<file path="config.mk">
export PLATFORM = sky130hd
export DESIGN_NAME = alu_result_skid_flat
export DESIGN_NICKNAME = d
export VERILOG_FILES = /design/src/rtl/alu_result_skid_if.sv /design/src/rtl/alu_result_skid.sv /design/src/flat_wrapper.sv
export SDC_FILE = /design/constraint.sdc
export NUM_CORES = 1
export LEC_CHECK = 0
export CORE_MARGIN = 5
export CORE_UTILIZATION = 48
export CTS_CLUSTER_SIZE = 14
export DETAILED_ROUTE_END_ITERATION = 10
export PLACE_DENSITY = 0.91
export SLEW_MARGIN = 20
export SYNTH_ARGS = -nofsm -noshare
export SYNTH_HDL_FRONTEND = slang
export SYNTH_SLANG_ARGS = --single-unit
</file>
<file path="constraint.sdc">
create_clock -name clk -period 4.7 [get_ports clk]
set_input_delay 0.47 -clock clk [delete_from_list [all_inputs] [get_ports clk]]
set_output_delay 0.47 -clock clk [all_outputs]
set_load 0.01 [all_outputs]
</file>
<file path="src/rtl/alu_result_skid_if.sv">
// Handshake bundle between the RV32I EX stage, the result skid buffer and
// the MEM/writeback stage. The master drives the upstream beat, flush and
// downstream ready; the slave (the skid buffer) drives everything else.
//
// Handshake rule for both sides: a beat transfers on a rising edge where
// valid and ready are both 1; the producer holds its beat stable until then,
// and ready never depends combinationally on valid.
interface alu_result_skid_if #(
  parameter int DATA_W = 32,
  parameter int RD_W   = 5
);
  // upstream (EX stage) beat
  logic              in_valid;
  logic              in_ready;
  logic [DATA_W-1:0] in_alu_out;
  logic              in_branch_en;
  logic              in_is_branch;
  logic [RD_W-1:0]   in_rd;
  logic              in_reg_write;
  logic [DATA_W-1:0] in_branch_target;
  // front-end flush
  logic              flush;
  // downstream (MEM/WB) head
  logic              out_valid;
  logic              out_ready;
  logic [DATA_W-1:0] out_alu_out;
  logic [RD_W-1:0]   out_rd;
  logic              out_reg_write;
  // taken-branch redirect
  logic              redirect_valid;
  logic [DATA_W-1:0] redirect_pc;
  // debug view of internal state (occupancy and squash mode)
  logic [1:0]        dbg_state;
  logic              dbg_squash;

  modport master (
    output in_valid, in_alu_out, in_branch_en, in_is_branch, in_rd,
           in_reg_write, in_branch_target, flush, out_ready,
    input  in_ready, out_valid, out_alu_out, out_rd, out_reg_write,
           redirect_valid, redirect_pc, dbg_state, dbg_squash
  );

  modport slave (
    input  in_valid, in_alu_out, in_branch_en, in_is_branch, in_rd,
           in_reg_write, in_branch_target, flush, out_ready,
    output in_ready, out_valid, out_alu_out, out_rd, out_reg_write,
           redirect_valid, redirect_pc, dbg_state, dbg_squash
  );
endinterface

</file>
<file path="src/rtl/alu_result_skid.sv">
// Two-entry registered skid buffer behind the ALU. Holds EX results in a
// head/skid pair, presents the head downstream, pulses a redirect for taken
// branches and drops wrong-path beats until the front end flushes.
module alu_result_skid #(
  parameter int DATA_W = 32,
  parameter int RD_W   = 5
) (
  input logic               clk,
  input logic               reset_n,
  alu_result_skid_if.slave  bus
);

  typedef enum logic [1:0] {
    ST_EMPTY = 2'd0,
    ST_ONE   = 2'd1,
    ST_TWO   = 2'd2
  } state_e;

  typedef enum logic {
    MODE_RUN    = 1'b0,
    MODE_SQUASH = 1'b1
  } mode_e;

  state_e            state_q, state_d;
  mode_e             mode_q, mode_d;
  logic              in_ready_q, in_ready_d;
  logic              redirect_valid_q, redirect_valid_d;
  logic [DATA_W-1:0] redirect_pc_q, redirect_pc_d;

  // head entry (what downstream sees) and skid entry (absorbs the beat in flight)
  logic [DATA_W-1:0] h_alu_q, h_alu_d;
  logic [RD_W-1:0]   h_rd_q, h_rd_d;
  logic              h_wr_q, h_wr_d;
  logic [DATA_W-1:0] s_alu_q, s_alu_d;
  logic [RD_W-1:0]   s_rd_q, s_rd_d;
  logic              s_wr_q, s_wr_d;

  logic accept;
  logic pop;
  logic store;
  logic taken;
  logic in_wr;

  assign accept = bus.in_valid & in_ready_q;
  assign pop    = (state_q != ST_EMPTY) & bus.out_ready;
  // Wrong-path beats are consumed but never stored while squashing.
  assign store  = accept & (mode_q == MODE_RUN);
  assign taken  = store & bus.in_is_branch & bus.in_branch_en;
  // Branches never write rd, and x0 is never written; folded in at capture.
  assign in_wr  = bus.in_reg_write & ~bus.in_is_branch & (bus.in_rd != '0);

  // Next-state: occupancy, entry data, squash mode, redirect and in_ready.
  always_comb begin
    state_d          = state_q;
    mode_d           = mode_q;
    h_alu_d          = h_alu_q;
    h_rd_d           = h_rd_q;
    h_wr_d           = h_wr_q;
    s_alu_d          = s_alu_q;
    s_rd_d           = s_rd_q;
    s_wr_d           = s_wr_q;
    redirect_valid_d = 1'b0;
    redirect_pc_d    = redirect_pc_q;

    case (state_q)
      ST_EMPTY: begin
        if (store) begin
          state_d = ST_ONE;
          h_alu_d = bus.in_alu_out;
          h_rd_d  = bus.in_rd;
          h_wr_d  = in_wr;
        end
      end
      ST_ONE: begin
        if (store && !pop) begin
          state_d = ST_TWO;
          s_alu_d = bus.in_alu_out;
          s_rd_d  = bus.in_rd;
          s_wr_d  = in_wr;
        end else if (store && pop) begin
          h_alu_d = bus.in_alu_out;
          h_rd_d  = bus.in_rd;
          h_wr_d  = in_wr;
        end else if (pop) begin
          state_d = ST_EMPTY;
        end
      end
      ST_TWO: begin
        // in_ready is low here, so nothing can be accepted.
        if (pop) begin
          state_d = ST_ONE;
          h_alu_d = s_alu_q;
          h_rd_d  = s_rd_q;
          h_wr_d  = s_wr_q;
        end
      end
      default: state_d = ST_EMPTY;
    endcase

    if (taken) begin
      redirect_valid_d = 1'b1;
      redirect_pc_d    = bus.in_branch_target;
      mode_d           = MODE_SQUASH;
    end

    // Flush wins over everything except reset; it never raises a redirect.
    if (bus.flush) begin
      state_d          = ST_EMPTY;
      mode_d           = MODE_RUN;
      redirect_valid_d = 1'b0;
      redirect_pc_d    = redirect_pc_q;
    end

    in_ready_d = (state_d != ST_TWO);
  end

  // State and registered outputs; synchronous active-low reset.
  always_ff @(posedge clk) begin
    if (!reset_n) begin
      state_q          <= ST_EMPTY;
      mode_q           <= MODE_RUN;
      in_ready_q       <= 1'b1;
      redirect_valid_q <= 1'b0;
      redirect_pc_q    <= '0;
      h_alu_q          <= '0;
      h_rd_q           <= '0;
      h_wr_q           <= 1'b0;
      s_alu_q          <= '0;
      s_rd_q           <= '0;
      s_wr_q           <= 1'b0;
    end else begin
      state_q          <= state_d;
      mode_q           <= mode_d;
      in_ready_q       <= in_ready_d;
      redirect_valid_q <= redirect_valid_d;
      redirect_pc_q    <= redirect_pc_d;
      h_alu_q          <= h_alu_d;
      h_rd_q           <= h_rd_d;
      h_wr_q           <= h_wr_d;
      s_alu_q          <= s_alu_d;
      s_rd_q           <= s_rd_d;
      s_wr_q           <= s_wr_d;
    end
  end

  assign bus.in_ready       = in_ready_q;
  assign bus.out_valid      = (state_q != ST_EMPTY);
  assign bus.out_alu_out    = h_alu_q;
  assign bus.out_rd         = h_rd_q;
  assign bus.out_reg_write  = h_wr_q;
  assign bus.redirect_valid = redirect_valid_q;
  assign bus.redirect_pc    = redirect_pc_q;
  assign bus.dbg_state      = state_q;
  assign bus.dbg_squash     = (mode_q == MODE_SQUASH);

endmodule

</file>
<file path="src/flat_wrapper.sv">
// flat-port wrapper written by rule: the top's interface ports become plain ports
module alu_result_skid_flat 
#(
  parameter int DATA_W = 32,
  parameter int RD_W   = 5
)
  (clk, reset_n, bus_in_valid, bus_in_alu_out, bus_in_branch_en, bus_in_is_branch, bus_in_rd, bus_in_reg_write, bus_in_branch_target, bus_flush, bus_out_ready, bus_in_ready, bus_out_valid, bus_out_alu_out, bus_out_rd, bus_out_reg_write, bus_redirect_valid, bus_redirect_pc, bus_dbg_state, bus_dbg_squash);
  alu_result_skid_if #(.DATA_W(DATA_W), .RD_W(RD_W)) bus_i ();
  input logic clk;
  input logic reset_n;
  input wire logic [$bits(bus_i.in_valid)-1:0] bus_in_valid;
  input wire logic [$bits(bus_i.in_alu_out)-1:0] bus_in_alu_out;
  input wire logic [$bits(bus_i.in_branch_en)-1:0] bus_in_branch_en;
  input wire logic [$bits(bus_i.in_is_branch)-1:0] bus_in_is_branch;
  input wire logic [$bits(bus_i.in_rd)-1:0] bus_in_rd;
  input wire logic [$bits(bus_i.in_reg_write)-1:0] bus_in_reg_write;
  input wire logic [$bits(bus_i.in_branch_target)-1:0] bus_in_branch_target;
  input wire logic [$bits(bus_i.flush)-1:0] bus_flush;
  input wire logic [$bits(bus_i.out_ready)-1:0] bus_out_ready;
  output wire logic [$bits(bus_i.in_ready)-1:0] bus_in_ready;
  output wire logic [$bits(bus_i.out_valid)-1:0] bus_out_valid;
  output wire logic [$bits(bus_i.out_alu_out)-1:0] bus_out_alu_out;
  output wire logic [$bits(bus_i.out_rd)-1:0] bus_out_rd;
  output wire logic [$bits(bus_i.out_reg_write)-1:0] bus_out_reg_write;
  output wire logic [$bits(bus_i.redirect_valid)-1:0] bus_redirect_valid;
  output wire logic [$bits(bus_i.redirect_pc)-1:0] bus_redirect_pc;
  output wire logic [$bits(bus_i.dbg_state)-1:0] bus_dbg_state;
  output wire logic [$bits(bus_i.dbg_squash)-1:0] bus_dbg_squash;
  assign bus_i.in_valid = bus_in_valid;
  assign bus_i.in_alu_out = bus_in_alu_out;
  assign bus_i.in_branch_en = bus_in_branch_en;
  assign bus_i.in_is_branch = bus_in_is_branch;
  assign bus_i.in_rd = bus_in_rd;
  assign bus_i.in_reg_write = bus_in_reg_write;
  assign bus_i.in_branch_target = bus_in_branch_target;
  assign bus_i.flush = bus_flush;
  assign bus_i.out_ready = bus_out_ready;
  assign bus_in_ready = bus_i.in_ready;
  assign bus_out_valid = bus_i.out_valid;
  assign bus_out_alu_out = bus_i.out_alu_out;
  assign bus_out_rd = bus_i.out_rd;
  assign bus_out_reg_write = bus_i.out_reg_write;
  assign bus_redirect_valid = bus_i.redirect_valid;
  assign bus_redirect_pc = bus_i.redirect_pc;
  assign bus_dbg_state = bus_i.dbg_state;
  assign bus_dbg_squash = bus_i.dbg_squash;
  alu_result_skid #(.DATA_W(DATA_W), .RD_W(RD_W)) u_core (.clk(clk), .reset_n(reset_n), .bus(bus_i));
endmodule
</file>
Word level (Yosys, flattened, before mapping)
Index checks and enable logic that the tools add are counted.

Register bits: 113. Bits of input ports: 77. Output and inout bits: 76. Word-level logic and storage cells: 63.

Reductions and logical operators: 11. Bitwise logic cells: 11. Eq/ne operators: 7. Muxes and demuxes: 23.

Operators with widths (number): 32-bit two-way mux (4); 32-bit case mux with 3 select lines (1); 5-bit two-way mux (4); 5-bit case mux with 3 select lines (1); 2-bit two-way mux (6); 1-bit bitwise AND (7); 2-bit by 1-bit inequality test with 1-bit output (second input constant) (3); 2-bit case mux with 3 select lines (1); 1-bit two-way mux (5); 5-bit AND reduction (1); 5-bit nonzero test (1); 2-bit inequality test (second input constant) (2); 1-bit NOT (4); 2-bit AND reduction (2); 1-bit case mux with 3 select lines (1); 3-bit nonzero test (1); 2-bit by 1-bit equality test with 1-bit output (second input constant) (1); 2-bit equality test (second input constant) (1); 1-bit logical AND (2); 2-bit zero test (1); 2-bit nonzero test (1); 2-bit OR reduction (1); 1-bit zero test (1).

Depth between registers and ports, before layout
Gate-level depths: netlist (run 1).

Depth after elaboration: 8. Depth in mapped cells: 7.

Least setup slack after synthesis (run 1)
Ideal clock, no wire load.

Path type: in2reg. From: input port bus_out_ready. To: register u_core.s_wr_q. Slack: 3.101 ns. Arrival time: 1.529 ns. Buffers on the path: 1. Library setup time: 0.070 ns. Cell stages on the path: 5. Cells stage by stage: nand2b_1 -> or3_4 -> buf_6 -> a2111o_1 -> a21oi_1.

Word-level cells in the longest chain between the ends: 4.

RTL lines: from (decl) (RTL line flat_wrapper.sv:19) `input wire logic [$bits(bus_i.out_ready)-1:0] bus_out_ready;`; 1-bit bitwise AND (RTL line alu_result_skid.sv:45) `assign pop = (state_q != ST_EMPTY) & bus.out_ready;`; 1-bit zero test (RTL line alu_result_skid.sv:75) `if (store && !pop) begin`; 1-bit logical AND (RTL line alu_result_skid.sv:75); 2-bit AND reduction (no line); to (signal assigned) (RTL line alu_result_skid.sv:142) `s_wr_q <= s_wr_d;`; to (decl) (RTL line alu_result_skid.sv:36) `logic s_wr_q, s_wr_d;`.

Every way passes these cells. A chain may end at the register's enable or synchronous reset.

Worst setup path after layout (run 1)
From: input port bus_out_ready. To: register u_core.h_alu_q[6], in the netlist u_core.bus.out_alu_out[6].

Word-level cells in the longest chain between the ends: 5. Elaborated cells between the ends (all ways): 8.

RTL lines: 1-bit bitwise AND * (RTL line alu_result_skid.sv:45); 1-bit zero test (RTL line alu_result_skid.sv:75); 1-bit logical AND (RTL line alu_result_skid.sv:75); 2-bit inequality test (no line); 5-bit AND reduction (no line) *; to (signal assigned) (RTL line alu_result_skid.sv:137) `h_alu_q <= h_alu_d;`; to (decl) (RTL line alu_result_skid.sv:31) `logic [DATA_W-1:0] h_alu_q, h_alu_d;`.

Every way passes the cells marked *; elsewhere a longest branch is shown, timed or not.

==> flow_summary.json, run 1 <==
{
  "status": "completed",
  "slew_violations": 0,
  "start_util": 0.4945,
  "post_cts_buffers": 0,
  "power_density_nw_per_um2": 389.6,
  "portBuffers": 152,
  "synth.top_cells.by_count": "nand2_1, dfxtp_1, a21oi_1, nor2_1, a311oi_1",
  "worst_ep_arrival_time_ps": 3020,
  "die_area_um2": 10980,
  "min_period_over_period": 0.5659,
  "setup_tns_ps": 0,
  "grt_pass1_wl_um": 20330,
  "grt_use_total": 0.2211,
  "rows": 34,
  "wl_um": 12240,
  "crit_required_ps": 5060,
  "relSlewSlack": 0.3584,
  "detail_route.iter0.violations": 186,
  "antenna_found_initial": 0,
  "coreArea_um2": 8721,
  "dp_hpwl_um": 8516,
  "yosysTopAreaCell": "dfxtp_1",
  "hold_class": "reg2reg",
  "synth-edff-count": 0,
  "max_freq_mhz": 376.0,
  "cts_tree": "done",
  "insertion_delay_ps": 500,
  "finalHoldViolCount": 0,
  "place_congestion": 0.7438,
  "overflow": 0,
  "cts_resized": 0,
  "cp-end-kind": "flip-flop",
  "netlist.area_leader.share": 0.5245,
  "ys_seq_elements": 113,
  "timing.setup.critical_path_class": "in2reg",
  "syn-num-nets": 627,
  "fin_nets": 761,
  "syn-cell-area_um2": 4313,
  "seq_area_frac_synth": 0.5245,
  "worstHoldStart": "u_core.bus.redirect_pc[31]$_SDFFE_PN0P_",
  "clock_skew_ps": 7.643,
  "power.total_mw": 2.500,
  "power_leakage_nw": 2.308,
  "worstMarginPinSlew_ps": 962.4,
  "io_pins": 153,
  "syn_avg_cell_area_um2": 7.842,
  "synth_cell_types": 30,
  "wl_per_cell_um": 15.23,
  "drv_cap": 0,
  "cp_max_fo": 50,
  "r2r-start": "u_core.bus.dbg_state[0]$_SDFF_PN0_",
  "period_minus_slack_ps": 2660,
  "startpoint_type": "input port",
  "cts_root_buffer": "clkbuf_8",
  "max-clock-path-buffers": 2,
  "synth.area.top_cells": "dfxtp_1, nand2_1, a21oi_1, a311oi_1, nor2_1",
  "drc": 0,
  "yosysMostFrequentCell": "nand2_1",
  "chipHeight_um": 104.8,
  "vdd_drop_max_mv": 0.2456,
  "routed_via_density": 5.312,
  "area_growth_pct": 48.80,
  "cts_max_level": 4,
  "ys_async_sr_fraction": 0,
  "antenna_left": 0,
  "die_x_um": 104.8,
  "report.final.setup_viol": 0,
  "ys.flop_type": "dfxtp_1",
  "grt_pass1_vias": 4444,
  "ys.warnings.count": 0,
  "syn_inst": 550,
  "rsz0062_at_grt": "no",
  "n_antenna_cell": 0,
  "grt_start_max_net_pins": 70,
  "clock-sinks": 113,
  "first_pass_iters": 4,
  "cts.clk_slew.worst_paths_ps": 50,
  "numCtsBuffers": 17,
  "drive_gt1_frac": 0.06609,
  "crit_path_start": "bus_out_ready",
  "vias": 4271,
  "hold_slack_ps": 452.9,
  "hold_buffers": 0
}
-- power by group --
part           total [mW]  internal (mW)  switching [mW]  leakage (nW)
combinational       0.270          0.150           0.120          1.10
clock                1.21          0.789           0.420         0.283
sequential           1.02          0.999          0.0229         0.922
total                2.50           1.94           0.563          2.31
-- placed cells by master (no fill, tap or decap), types with 3 or more instances in the layout --
| master | count |
|---|---|
| a311oi_1 | 37 |
| nand2b_1 | 3 |
| clkbuf_16 | 16 |
| a21oi_1 | 71 |
| clkinv_2 | 6 |
| clkdlybuf4s50_1 | 152 |
| clkbuf_8 | 4 |
| nor2_1 | 44 |
| buf_4 | 6 |
| nand2_1 | 216 |
| dfxtp_1 | 113 |
-- flip-flops by register name, summed over array words and instances (netlist names) --
signal / flops
u_core.bus.dbg_squash: 1
u_core.bus.dbg_state: 2
u_core.bus.in_ready: 1
u_core.bus.out_alu_out: 32
u_core.bus.out_rd: 5
u_core.bus.out_reg_write: 1
u_core.bus.redirect_pc: 32
u_core.bus.redirect_valid: 1
u_core.s_alu_q: 32
u_core.s_rd_q: 5
u_core.s_wr_q: 1
-- routing by layer --
layer | vias to the layer above | track usage | part of all wire
li1 | 2102 | - | -
met1 | 1972 | 0.2365 | 0.39
met2 | 186 | 0.3880 | 0.50
met3 | 11 | 0.09803 | 0.10
met4 | 0 | 0.07306 | 0.010
met5 | - | 0 | 0
-- worst max-delay path: stages --
cell	delay, ps
clkdlybuf4s50_1	570
nor2b_1	120
o32ai_4	840
buf_4	550
nor2_1	120
a311oi_1	330
-- through the flow --
stage / worst slack (ps) / std cells / util / area (µm²)
floorplan: 3101 / 550 / - / 4313
global placement: 1811 / 773 / 0.6704 / 5847
detailed placement: 1546 / 773 / 0.6704 / 5847
CTS: 2047 / 804 / 0.7357 / 6416
global route: 1833 / 804 / 0.7359 / 6417
finish: 2040 / 804 / 0.7359 / 6417
-- kinds of logic after synthesis --
group | share of synthesized area
and+or+nand+nor | 0.2509
AOI/OAI and AO/OA | 0.1746
DFF | 0.5245
buffers and inverters | 0.04758
muxes | 0.002321
-- final timing paths --
path	to	slack, ps	cells after the start
worst max-delay path	u_core.bus.out_alu_out[6]$_SDFFE_PN0P_	2040	6
worst min-delay path	u_core.bus.redirect_pc[31]$_SDFFE_PN0P_	450	2
worst max register to register	u_core.bus.out_alu_out[6]$_SDFFE_PN0P_	2080	5
worst min register to register	u_core.bus.redirect_pc[31]$_SDFFE_PN0P_	450	2
-- area by class of cell --
type / count / area, µm²
clock inverter: 10 / 110.1
tap: 108 / 135.1
timing repair buffer: 158 / 1567
fill: 656 / 2303
sequential: 113 / 2262
multi-input combinational: 391 / 1872
inverter: 3 / 12.51
clock buffer: 21 / 459.2
No activity file was read; power rests on OpenSTA's default activity.
==> run 2, diff against run 1 <==
- CORE_UTILIZATION: 48 -> 45
- PLACE_DENSITY: 0.91 -> 0.86
- clock period: 4.7 -> 2.56 ns (I/O delays scaled with it)
==> flow_summary.json, run 2 (same netlist as run 1, synthesis figures left out) <==
{
  "status": "completed",
  "hold_class": "in2reg",
  "relSlewSlack": 0.6939,
  "final_cell_mix": "nand2_1, clkdlybuf4s50_1, dfxtp_1",
  "clock-sinks": 113,
  "cts_resized": 0,
  "report.final.setup_viol": 0,
  "post_cts_buffers": 0,
  "setup_tns_ps": 0,
  "grt_pass1_vias": 4127,
  "cp_max_fo": 11,
  "cts_max_level": 4,
  "max-clock-path-buffers": 2,
  "finalHoldViolCount": 0,
  "antenna_found_initial": 0,
  "grt_use_total": 0.2022,
  "wl_per_cell_um": 14.03,
  "r2r-start": "u_core.bus.dbg_state[0]$_SDFF_PN0_",
  "area_growth_pct": 50.91,
  "dp_hpwl_um": 7992,
  "coreArea_um2": 9284,
  "crit_end": "bus_out_valid",
  "place_congestion": 0.7745,
  "r2r_slack_ps": 720,
  "r2r-end": "u_core.s_wr_q$_SDFFE_PN0N_",
  "vias": 4243,
  "startpoint_type": "flip-flop",
  "drc": 0,
  "io_pins": 153,
  "insertion_delay_ps": 500,
  "cp-end-kind": "output port",
  "die_x_um": 107.9,
  "worstMarginPinSlew_ps": 458.5,
  "min_period_over_period": 0.8055,
  "chipHeight_um": 107.9,
  "crit_required_ps": 2300,
  "fin_nets": 765,
  "vdd_drop_max_mv": 0.4477,
  "fin_ws_ps": 498.0,
  "timing.setup.critical_path_class": "reg2out",
  "max_freq_mhz": 485.0,
  "clock_skew_ps": 11.14,
  "die_area_um2": 11640,
  "grt_start_max_net_pins": 77,
  "pre_cts_ws_ps": 400.5,
  "worst_ep_arrival_time_ps": 1810,
  "routed_via_density": 5.124,
  "rows": 35,
  "cts.clk_slew.worst_paths_ps": 60,
  "grt_pass1_wl_um": 18930,
  "drv_cap": 0,
  "n_antenna_cell": 0,
  "portBuffers": 152,
  "detail_route.iter0.violations": 184,
  "power_leakage_nw": 2.337,
  "drive_gt1_frac": 0.07010,
  "antenna_left": 0,
  "crit_path_start": "u_core.bus.dbg_state[1]$_SDFF_PN0_",
  "cts_tree": "done",
  "wl_um": 11620,
  "slew_violations": 0,
  "numCtsBuffers": 17,
  "power_density_nw_per_um2": 715.3,
  "start_util": 0.4646,
  "hold_buffers": 0,
  "rr_worst_depth": 4,
  "holdPathStages": 3,
  "first_pass_iters": 5,
  "overflow": 0,
  "final_common_cell": "nand2_1",
  "cts_root_buffer": "clkbuf_8",
  "period_minus_slack_ps": 2062,
  "rsz0062_at_grt": "no"
}
## run 2: changes by cell type in the layout (fill, tap and decap cells not counted)
| cell | previous run | this run |
|---|---|---|
| clkinvlp_4 | 1 | 2 |
| buf_4 | 6 | 8 |
| clkbuf_8 | 4 | 3 |
| clkbuf_1 | 1 | 0 |
| or3_1 | 0 | 1 |
| bufinv_16 | 2 | 3 |
| buf_12 | 0 | 2 |
| or3_2 | 1 | 0 |
| clkinv_4 | 2 | 1 |
## run 2: area by class of cell
cell class,instances,area (µm²)
Clock buffer,19,441.7
Fill cell,728,2775
Sequential cell,113,2262
Multi-Input combinational cell,391,1871
Inverter,3,12.51
Tap cell,129,161.4
Clock inverter,11,138.9
Timing Repair Buffer,162,1622
## run 2: report_power, final
part / switching, mW / internal [mW]
clock network: 0.769 / 1.51
registers: 0.0408 / 1.83
logic: 0.219 / 0.281
total: 1.03 / 3.63
## run 2: worst min path at each step
stage / end / from
floorplan: u_core.bus.dbg_state[1]$_SDFF_PN0_ / bus_out_ready
global placement: u_core.bus.redirect_pc[30]$_SDFFE_PN0P_ / u_core.bus.redirect_pc[30]$_SDFFE_PN0P_
detailed placement: u_core.s_alu_q[14]$_SDFFE_PN0N_ / u_core.s_alu_q[14]$_SDFFE_PN0N_
CTS: u_core.bus.redirect_pc[3]$_SDFFE_PN0P_ / bus_in_branch_target[3]
global route: u_core.bus.redirect_pc[3]$_SDFFE_PN0P_ / bus_in_branch_target[3]
finish: u_core.bus.redirect_pc[17]$_SDFFE_PN0P_ / bus_in_branch_target[17]
## run 2: stage by stage
stage                     utilization  cell area [µm²]  hold slack [ps]  total power [mW]  instances
after floorplan                     -             4313            328.8             2.111        550
after global placement         0.6385             5928            440.7             2.397        798
after detailed placement       0.6385             5928            446.5             2.414        798
after CTS                      0.7011             6509            281.9             4.694        828
after global routing           0.7011             6509            283.4             4.835        828
final                          0.7011             6509            304.5             4.656        828
## run 2: worst max-delay path, stage by stage (launching register included)
cell and delay (ps):
dfxtp_1 600, or2_2 190, clkdlybuf4s50_1 520
## run 2: per-layer routing
layer  track usage  part of all wire  vias to the layer above
met3        0.1128              0.11                        4
met4       0.04418            0.0034                        0
met2        0.3406              0.49                      164
met5             0                 0                        -
li1              -                 -                     2104
met1        0.2238              0.40                     1971
==> variant, RTL diff (config.mk and constraints of run 2) <==
Register the output `bus.dbg_squash`, without a reset; this adds one clock of latency there.
--- a/src/rtl/alu_result_skid.sv
+++ b/src/rtl/alu_result_skid.sv
@@ -151,7 +151,9 @@
   assign bus.redirect_valid = redirect_valid_q;
   assign bus.redirect_pc    = redirect_pc_q;
   assign bus.dbg_state      = state_q;
-  assign bus.dbg_squash     = (mode_q == MODE_SQUASH);
+  always_ff @(posedge clk) begin
+    bus.dbg_squash <= (mode_q == MODE_SQUASH);
+  end
 
 endmodule
 
Function: changed (Yosys sat finds a counterexample within 4 cycles, from zero or initial values and one cycle with reset_n low).
==> variant against run 2 <==
- cell area is 0.44% higher
- sequential cell count increased by 1
- clock power up 9.6%
- worst setup slack improved by 0.13 ns
- synthesized area increased by 0.49%
- total power grew 4.9%
- critical path depth is the same
- largest power group unchanged
- sequential share of layout area up 0.15 points
- worst hold slack worse by 0.00086 ns
- wire length increased by 2.3%
- utilization barely moved
==> variant: results (changes against run 2) <==
[status] result of the run finished clean
[final_layout] total number of nets in the final design 761 [-0.52%]
[yosys] proportion of register bits with asynchronous set or reset after synthesis 0 [unchanged]
[cts] # hold bufs at CTS 0 [unchanged]
[yosys] Commonest cells post-synth sky130_fd_sc_hd__nand2_1 (215), sky130_fd_sc_hd__dfxtp_1 (114), sky130_fd_sc_hd__a21oi_1 (72), sky130_fd_sc_hd__nor2_1 (42), sky130_fd_sc_hd__a311oi_1 (37)
[cts] clock buffer count from CTS 17 [unchanged]
[grt] global route overflow 0 [unchanged]
[cts] Clock Latency Late Sink 0.50 ns [about the same]
[final_layout] layout filler cell count 752 [+3.3%]
[placed_design] pre-CTS worst setup slack 0.380 ns [-0.0206 ns]
[grt] number of antenna violations at the first check in global routing 0 [unchanged]
[grt] vias in the first global route 4099 [-0.68%]
[worst_setup_path] signal arrival time at the worst endpoint 1.67 ns [-0.14 ns]
[placed_design] number of port buffers 152 [unchanged]
[worst_setup_path] crit-path max FO 8 [-3]
[grt] global router's overall resource usage 0.204 [+0.00166]
[timing] worst clock skew 0.00834 ns [-0.00280 ns]
[power_and_ir_drop] peak ir drop on the vdd network 405 uV [-9.4%]
[final_layout] share of post-route cells with drive strength above 1 0.0674 [-0.00267]
[route] number of detailed-routing iterations run before antenna repair 5 [unchanged]
[power_and_ir_drop] proportion of power drawn by combinational gates 0.102 [-0.005]
[route] total vias in the final route 4204 [-0.92%]
[cts] clock buffer depth 2 [unchanged]
[cts] cell chosen for the clock root sky130_fd_sc_hd__clkbuf_8
[timing] Slew HR 0.302 [-0.392]
[placed_design] post-DP HPWL 7850 um [-1.7%]
[min_path] Hold Crit Class in2reg
[grt] global-route wire length before repair 19300 um [+1.8%]
[power_and_ir_drop] switching power as a share of total power 0.227 [+0.00601]
[route] number of DRC markers in iteration 0 160 [-13%]
[route] Routed Wire Length 11900 um [+2.3%]
[yosys] synthesis warning total 0 [unchanged]
[power_and_ir_drop] Leak Pwr 2.36 nW [+0.90%]
[yosys] Top FF cell, synth sky130_fd_sc_hd__dfxtp_1
[yosys] part of the Yosys area used for sequential elements 0.527 [+0.00204]
[yosys] synthesized net count 625 [-0.32%]
[grt] largest net degree at the start of global routing 77 [unchanged]
[cts] number of H-tree levels 4 [unchanged]
[power_and_ir_drop] power drawn by the clock network 2.50 mW [+9.6%]
[placed_design] Placer Congestion 0.801 [+3.4%]
[yosys] top area cells in the synthesized netlist sky130_fd_sc_hd__dfxtp_1 (53%), sky130_fd_sc_hd__nand2_1 (19%), sky130_fd_sc_hd__a21oi_1 (8.3%)
[yosys] Yosys cell types 28 [-6.7%]
[final_layout] antenna diode count 0 [unchanged]
[power_and_ir_drop] clock share of power 0.512 [+0.022]
## variant: metal layers
| metal | routed length [um] | vias up | share of wire | GRT usage |
|---|---|---|---|---|
| met5 | 0 | - | 0 | 0 |
| met4 | 101 | 0 | 0.0085 | 0.0577 |
| met3 | 1200 | 12 | 0.10 | 0.0848 |
| met2 | 5790 | 180 | 0.49 | 0.346 |
| met1 | 4780 | 1911 | 0.40 | 0.236 |
| li1 | - | 2101 | - | - |
## variant: path summary, 6_finish.rpt
check,start,to,slack [ns],depth (start not counted)
worst max-delay path,u_core.bus.dbg_state[1]$_SDFF_PN0_,bus_out_valid,0.63,2
worst min-delay path,bus_in_branch_target[7],u_core.bus.redirect_pc[7]$_SDFFE_PN0P_,0.30,3
worst min register to register,u_core.mode_q$_SDFFE_PP0P_,u_core.bus.dbg_squash$_DFF_P_,0.39,0
worst max register to register,u_core.bus.dbg_state[0]$_SDFF_PN0_,u_core.s_wr_q$_SDFFE_PN0P_,0.71,4
## variant: cell families after synthesis
kind of cell	after synthesis	synth area share
buf+inv	46	0.0520
compound gates	115	0.169
simple gates	272	0.250
mux	1	0.00231
flops	114	0.527
## variant: stage by stage
step                cell area, um2  std cells
floorplan                     4330        548
finish                        6540        826
global placement              5900        794
global route                  6540        826
CTS                           6540        826
detailed placement            5900        794
## variant: area by class of cell
type | instances | area (um2) | area share
multi-input combinational | 388 | 1840 | 0.282
clock inverter | 13 | 196 | 0.0300
clock buffer | 19 | 442 | 0.0676
inverter | 4 | 16.3 | 0.00249
sequential | 114 | 2280 | 0.349
timing repair buffer | 159 | 1600 | 0.245
tap | 129 | 161 | 0.0247
## variant: critical path, cell delays in order (launching register included)
cell,delay (ns)
sky130_fd_sc_hd__dfxtp_1,0.49
sky130_fd_sc_hd__or2_2,0.16
sky130_fd_sc_hd__clkdlybuf4s50_1,0.53
